[src/rtl/arb_defs.sv]
// rtl/arb_defs.sv - shared state encodings, owner codes and burst default for sdram_port_arbiter
package arb_defs;

  typedef enum logic [2:0] {
    ST_IDLE,
    ST_RD_REQ,
    ST_RD_BURST,
    ST_WR_REQ,
    ST_RELEASE
  } arb_state_t;

  localparam logic [1:0] OWN_NONE = 2'd0;
  localparam logic [1:0] OWN_IC   = 2'd1;
  localparam logic [1:0] OWN_DC   = 2'd2;
  localparam logic [1:0] OWN_WR   = 2'd3;

  localparam int BURST_LEN_DEF = 8;

endpackage

[src/rtl/arb_rr_pick.sv]
// rtl/arb_rr_pick.sv - two-requester round-robin picker (ic vs dc) with its pointer register
module arb_rr_pick (
  input  logic clk,
  input  logic reset,
  input  logic ic_req,
  input  logic dc_req,
  input  logic advance,
  output logic pick_dc
);

  // ptr=0 favours ic, ptr=1 favours dc; it flips to the client not just granted
  logic ptr;

  assign pick_dc = dc_req & (~ic_req | ptr);

  always_ff @(posedge clk or negedge reset) begin
    if (!reset) begin
      ptr <= 1'b0;
    end else if (advance) begin
      ptr <= ~pick_dc;
    end
  end

endmodule

[src/rtl/sdram_port_arbiter.sv]
// rtl/sdram_port_arbiter.sv - shares one SDRAM controller port between icache, dcache and write path
// Build option: ARB_ROUND_ROBIN_EN selects round-robin between ic/dc instead of dc-first priority.
module sdram_port_arbiter
  import arb_defs::*;
#(
  parameter int BURST_LEN = BURST_LEN_DEF,
  parameter int ADDR_W    = 32
) (
  input  logic              clk,
  input  logic              reset,
  input  logic              ic_req,
  input  logic [ADDR_W-1:0] ic_addr,
  output logic              ic_fill,
  input  logic              dc_req,
  input  logic [ADDR_W-1:0] dc_addr,
  output logic              dc_fill,
  input  logic              wr_req,
  input  logic [ADDR_W-1:0] wr_addr,
  input  logic [15:0]       wr_data,
  output logic              wr_ack,
  output logic              sdram_req,
  output logic [ADDR_W-1:0] sdram_addr,
  output logic              sdram_rw,
  output logic [15:0]       data_to_sdram,
  input  logic              sdram_fill,
  input  logic              sdram_wrack,
  output logic [1:0]        owner,
  output logic              err
);

  localparam int CNT_W = $clog2(BURST_LEN) + 1;
  localparam logic [CNT_W-1:0] CNT_LAST = CNT_W'(BURST_LEN - 1);

  arb_state_t       state;
  logic [CNT_W-1:0] cnt;
  logic             pick_dc;
  logic             in_rd;

`ifdef ARB_ROUND_ROBIN_EN
  logic rd_grant;
  assign rd_grant = (state == ST_IDLE) && !wr_req && (ic_req || dc_req);

  arb_rr_pick u_pick (
    .clk     (clk),
    .reset   (reset),
    .ic_req  (ic_req),
    .dc_req  (dc_req),
    .advance (rd_grant),
    .pick_dc (pick_dc)
  );
`else
  assign pick_dc = dc_req;
`endif

  // Fill routing is combinational so the owner sees data in the strobe cycle
  assign in_rd   = (state == ST_RD_REQ) || (state == ST_RD_BURST);
  assign ic_fill = sdram_fill & (owner == OWN_IC) & in_rd;
  assign dc_fill = sdram_fill & (owner == OWN_DC) & in_rd;

  always_ff @(posedge clk or negedge reset) begin
    if (!reset) begin
      state         <= ST_IDLE;
      cnt           <= '0;
      sdram_req     <= 1'b0;
      sdram_rw      <= 1'b1;
      sdram_addr    <= '0;
      data_to_sdram <= '0;
      wr_ack        <= 1'b0;
      owner         <= OWN_NONE;
      err           <= 1'b0;
    end else begin
      wr_ack <= 1'b0;
      case (state)
        ST_IDLE: begin
          if (sdram_fill || sdram_wrack) err <= 1'b1;
          if (wr_req) begin
            sdram_addr    <= wr_addr;
            data_to_sdram <= wr_data;
            sdram_rw      <= 1'b0;
            sdram_req     <= 1'b1;
            owner         <= OWN_WR;
            state         <= ST_WR_REQ;
          end else if (ic_req || dc_req) begin
            sdram_addr <= pick_dc ? dc_addr : ic_addr;
            sdram_rw   <= 1'b1;
            sdram_req  <= 1'b1;
            owner      <= pick_dc ? OWN_DC : OWN_IC;
            state      <= ST_RD_REQ;
          end
        end
        ST_RD_REQ: begin
          if (sdram_wrack) err <= 1'b1;
          if (sdram_fill) begin
            sdram_req <= 1'b0;
            cnt       <= CNT_W'(1);
            state     <= ST_RD_BURST;
          end
        end
        ST_RD_BURST: begin
          if (sdram_wrack) err <= 1'b1;
          if (sdram_fill) begin
            cnt <= cnt + 1'b1;
            if (cnt == CNT_LAST) state <= ST_RELEASE;
          end
        end
        ST_WR_REQ: begin
          if (sdram_fill) err <= 1'b1;
          if (sdram_wrack) begin
            sdram_req <= 1'b0;
            wr_ack    <= 1'b1;
            state     <= ST_RELEASE;
          end
        end
        ST_RELEASE: begin
          if (sdram_fill || sdram_wrack) err <= 1'b1;
          owner <= OWN_NONE;
          state <= ST_IDLE;
        end
        default: state <= ST_IDLE;
      endcase
    end
  end

endmodule

[config.mk]
export PLATFORM = sky130hd
export DESIGN_NAME = sdram_port_arbiter
export DESIGN_NICKNAME = d
export VERILOG_FILES = /design/src/rtl/arb_defs.sv /design/src/rtl/arb_rr_pick.sv /design/src/rtl/sdram_port_arbiter.sv
export SDC_FILE = /design/constraint.sdc
export NUM_CORES = 1
export LEC_CHECK = 0
export ABC_AREA = 1
export CAP_MARGIN = 20
export CORE_ASPECT_RATIO = 1.5
export CORE_UTILIZATION = 31
export CTS_CLUSTER_DIAMETER = 150
export DETAILED_ROUTE_END_ITERATION = 6
export HOLD_SLACK_MARGIN = 0.02
export PLACE_DENSITY = 0.67
export SLEW_MARGIN = 20
export SYNTH_ARGS = -nofsm -noshare
export SYNTH_HDL_FRONTEND = slang
export SYNTH_SLANG_ARGS = --single-unit
[constraint.sdc]
create_clock -name clk -period 1.9 [get_ports clk]
set_clock_uncertainty 0.1 [all_clocks]
set_input_delay 0.19 -clock clk [delete_from_list [all_inputs] [get_ports clk]]
set_output_delay 0.19 -clock clk [all_outputs]
set_load 0.02 [all_outputs]
==> impl_metrics.tcl, run 1 <==
set metrics [dict create \
    status "finished, violations left" \
    violations "design-rule violations" \
    hold_viol 0 \
    grt_pass1_wl_mm 16.6 \
    grt_max_degree 36 \
    min_period_ps 1770 \
    p_switching_uw 3050 \
    placedInstanceArea_um2 5080 \
    cts_sinks 61 \
    rows 44 \
    top_layer_used "met4" \
    hold_class "in2async" \
    yosysWarnings 0 \
    port_buffers 174 \
    die_h_um 126 \
    place_congestion 0.847 \
    synth-edff-count 0 \
    clkPwrFrac_pct 20.9 \
    diodes 0 \
    p_leak_uw 0.00262 \
    async_flop_share_pct 100 \
    synth-seq-cells 61 \
    crit_family "buffers and inverters" \
    drt-met1-wl_mm 3.85 \
    fin_crit_sh_pct 92.9 \
    dpl.hpwl_mm 7.65 \
    pin_count 175 \
    fin_cells 740 \
    core_region_area_um2 9800 \
    synthCells 433 \
    endpoint_kind "primary output" \
    timing.fmax_mhz 566 \
    cts_root_buffer "clkbuf_16" \
    tritoncts "yes" \
    clock_path_buffers 2 \
    first_pass_iters 7 \
    drc_errors 5 \
    insertion_delay_ps 330 \
    grt_pass1_vias 3451 \
    fin_util_pct 55.0 \
    clkTransAtPathRegs_ps 50 \
    cpPeakStageDelay_ps 630 \
    die_w_um 84.7 \
    wl_met3_um 536 \
    synth_ff_type "dfrtp_1" \
    combPwrFrac_pct 49.8 \
    path_buf_inv 1 \
    start_kind "flip-flop" \
    tightest_slew_ps 446 \
    maxSlewViolCount 0 \
    groute.usage.overall_pct 20.2 \
    vias_per_cell 4.58 \
    cap_violations 0 \
    wire_per_inst_um 13.8 \
    overflow 0 \
    irDropWorstVdd_mv 0.649 \
    postCtsSetupRepairBufs 0 \
    required_ps 1610 \
    p_int_uw 4630 \
    relSlewSlack_pct 70.3 \
    worstPathArrival_ps 1480 \
    met2WireLength_mm 5.54 \
    nNetsFinal 740 \
    final_area_um2 5390 \
    htree_levels 3 \
    seq_area_frac_synth_pct 48.0 \
    antenna_found_initial 0 \
    syn_nets 553 \
    r2r_start "state[1]" \
    reg2reg_slack_ps 290 \
    syn_area_um2 3180 \
    finalSetupTns_ps 0 \
    reg2reg_to "owner[0]" \
    synth_largest_area_cell "dfrtp_1" \
    reg2reg_depth 7 \
    start_util_pct 32.5 \
    syn_avg_cell_area_um2 7.35 \
    swShare_pct 39.7 \
    crit_fanout 2 \
    wl_mm 10.2 \
    pwr-share-seq_pct 29.3 \
    ant_nets 0 \
    post-place-ws_ps 9.72 \
    slowest_stage "clkdlybuf4s50_1" \
    dp_cells 723 \
    p_per_area_nw_per_um2 1430 \
    area_growth_pct 69.4 \
    rsz0062_at_grt "no" \
    worstSetupPathType "reg2out" \
    numCtsBuffers 9 \
    synthTopCellsByArea "dfrtp_1 (47%), nand2_1 (30%), nand3_1 (6.0%), nand2_2 (2.0%), buf_4 (1.9%)" \
    crit_chain "clkdlybuf4s50_1" \
    synth_top_area_share_pct 47.2 \
    fin_ws_ps 135 \
    dieArea_um2 10700 \
    vias 3386 \
    setup_violations 0 \
    layout-drive-gt1-share_pct 10.1 \
    yosys.cell_types.count 27 \
    drtIter0Drc 137 \
]
-- what timing repair did --
| action | CTS | global route |
|---|---|---|
| setup endpoints to repair | 2 | 2 |
| hold endpoints to repair | 60 | 0 |
| hold buffers | 1 | 0 |
| gates resized for setup | 7 | 5 |
-- placed cells by master (no fill, tap or decap), drive strengths merged --
cell           netlist  layout
nand4                3       3
nand3               38      38
nor3                 1       1
buf                 16      23
clkdlybuf4s50        0     171
nor2                12      12
xor2                 1       1
dfrtp               60      60
a22o                 1       1
o21ai                6       6
ha                   1       1
dlygate4sd3          0       1
o21bai               1       1
clkbuf               3      10
bufinv               0       1
clkinvlp             0       2
inv                 15      15
nand2              269     269
clkinv               0       3
a21oi                5       5
dfstp                1       1
-- worst max-delay path by stage --
stage	start	to	cells past startpoint
CTS	state[0]	dc_fill	6
floorplan	state[2]	dc_fill	5
detailed placement	sdram_fill	dc_fill	4
global route	state[0]	ic_fill	6
global placement	sdram_fill	dc_fill	4
finish	sdram_rw	sdram_rw	1
-- sequential cells by signal (all words and copies together), names as in the netlist --
name / cells
sdram_addr: 32
cnt: 4
sdram_rw: 1
state: 3
err: 1
sdram_req: 1
wr_ack: 1
owner: 2
data_to_sdram: 16
-- layer usage --
layer | vias up | GRT usage [%]
li1 | 1714 | -
met1 | 1550 | 21.1
met2 | 104 | 36.9
met3 | 18 | 4.98
met4 | 0 | 10.3
met5 | - | 0
-- stage by stage --
stage | hold slack, ps | total power (uW)
final | 300 | 7680
after global placement | 114 | 6030
after floorplan | -206 | 4360
after detailed placement | 124 | 6130
after global routing | 316 | 8220
after CTS | 288 | 7790
-- power by group through the flow --
stage	combinational, uW	clock, uW	sequential [uW]
finish	3830	1600	2250
floorplan	1480	0	2880
global route	4190	1700	2330
CTS	3890	1650	2250
global placement	3800	0	2230
detailed placement	3870	0	2250
-- area by class of cell --
type	count	area (um^2)
Sequential cell	61	1530
Clock inverter	6	63.8
Clock buffer	10	229
Tap cell	115	144
Inverter	15	63.8
Multi-Input combinational cell	338	1450
Fill cell	940	4410
Timing Repair Buffer	195	1910
-- Yosys cell counts, types with 2 or more instances --
library cell and n:
buf_2 3, a21oi_1 5, nor2_2 2, nand2_4 2, nor2_4 2, dfrtp_1 60
o21ai_0 6, clkbuf_1 3, nand4_1 3, buf_4 8, inv_1 11, nand2_1 257
nand2_2 10, inv_2 2, nand3_1 38, nor2_1 7, buf_6 4
-- kinds of logic (layout without fill, tap and decap cells) --
| kind of cell | count (synthesis) | in the layout | share of synthesized area (%) |
|---|---|---|---|
| and+or+nand+nor | 323 | 323 | 42.3 |
| adders and majority gates | 1 | 1 | 0.393 |
| DFF | 61 | 61 | 48.0 |
| buffers and inverters | 34 | 226 | 6.77 |
| AOI/OAI and AO/OA | 13 | 13 | 2.24 |
| xor gates and xnor gates | 1 | 1 | 0.275 |
Power figures use the tool's default switching activity.
==> run 2, diff against run 1 <==
--- a/config.mk
+++ b/config.mk
@@ -11,7 +11,7 @@
 export CORE_UTILIZATION = 31
 export CTS_CLUSTER_DIAMETER = 150
 export DETAILED_ROUTE_END_ITERATION = 6
-export HOLD_SLACK_MARGIN = 0.02
+export HOLD_SLACK_MARGIN = 0.15
 export PLACE_DENSITY = 0.67
 export SLEW_MARGIN = 20
 export SYNTH_ARGS = -nofsm -noshare
==> results of run 2 <==
The final DEF is identical to that of run 1; final timing and power are the same.
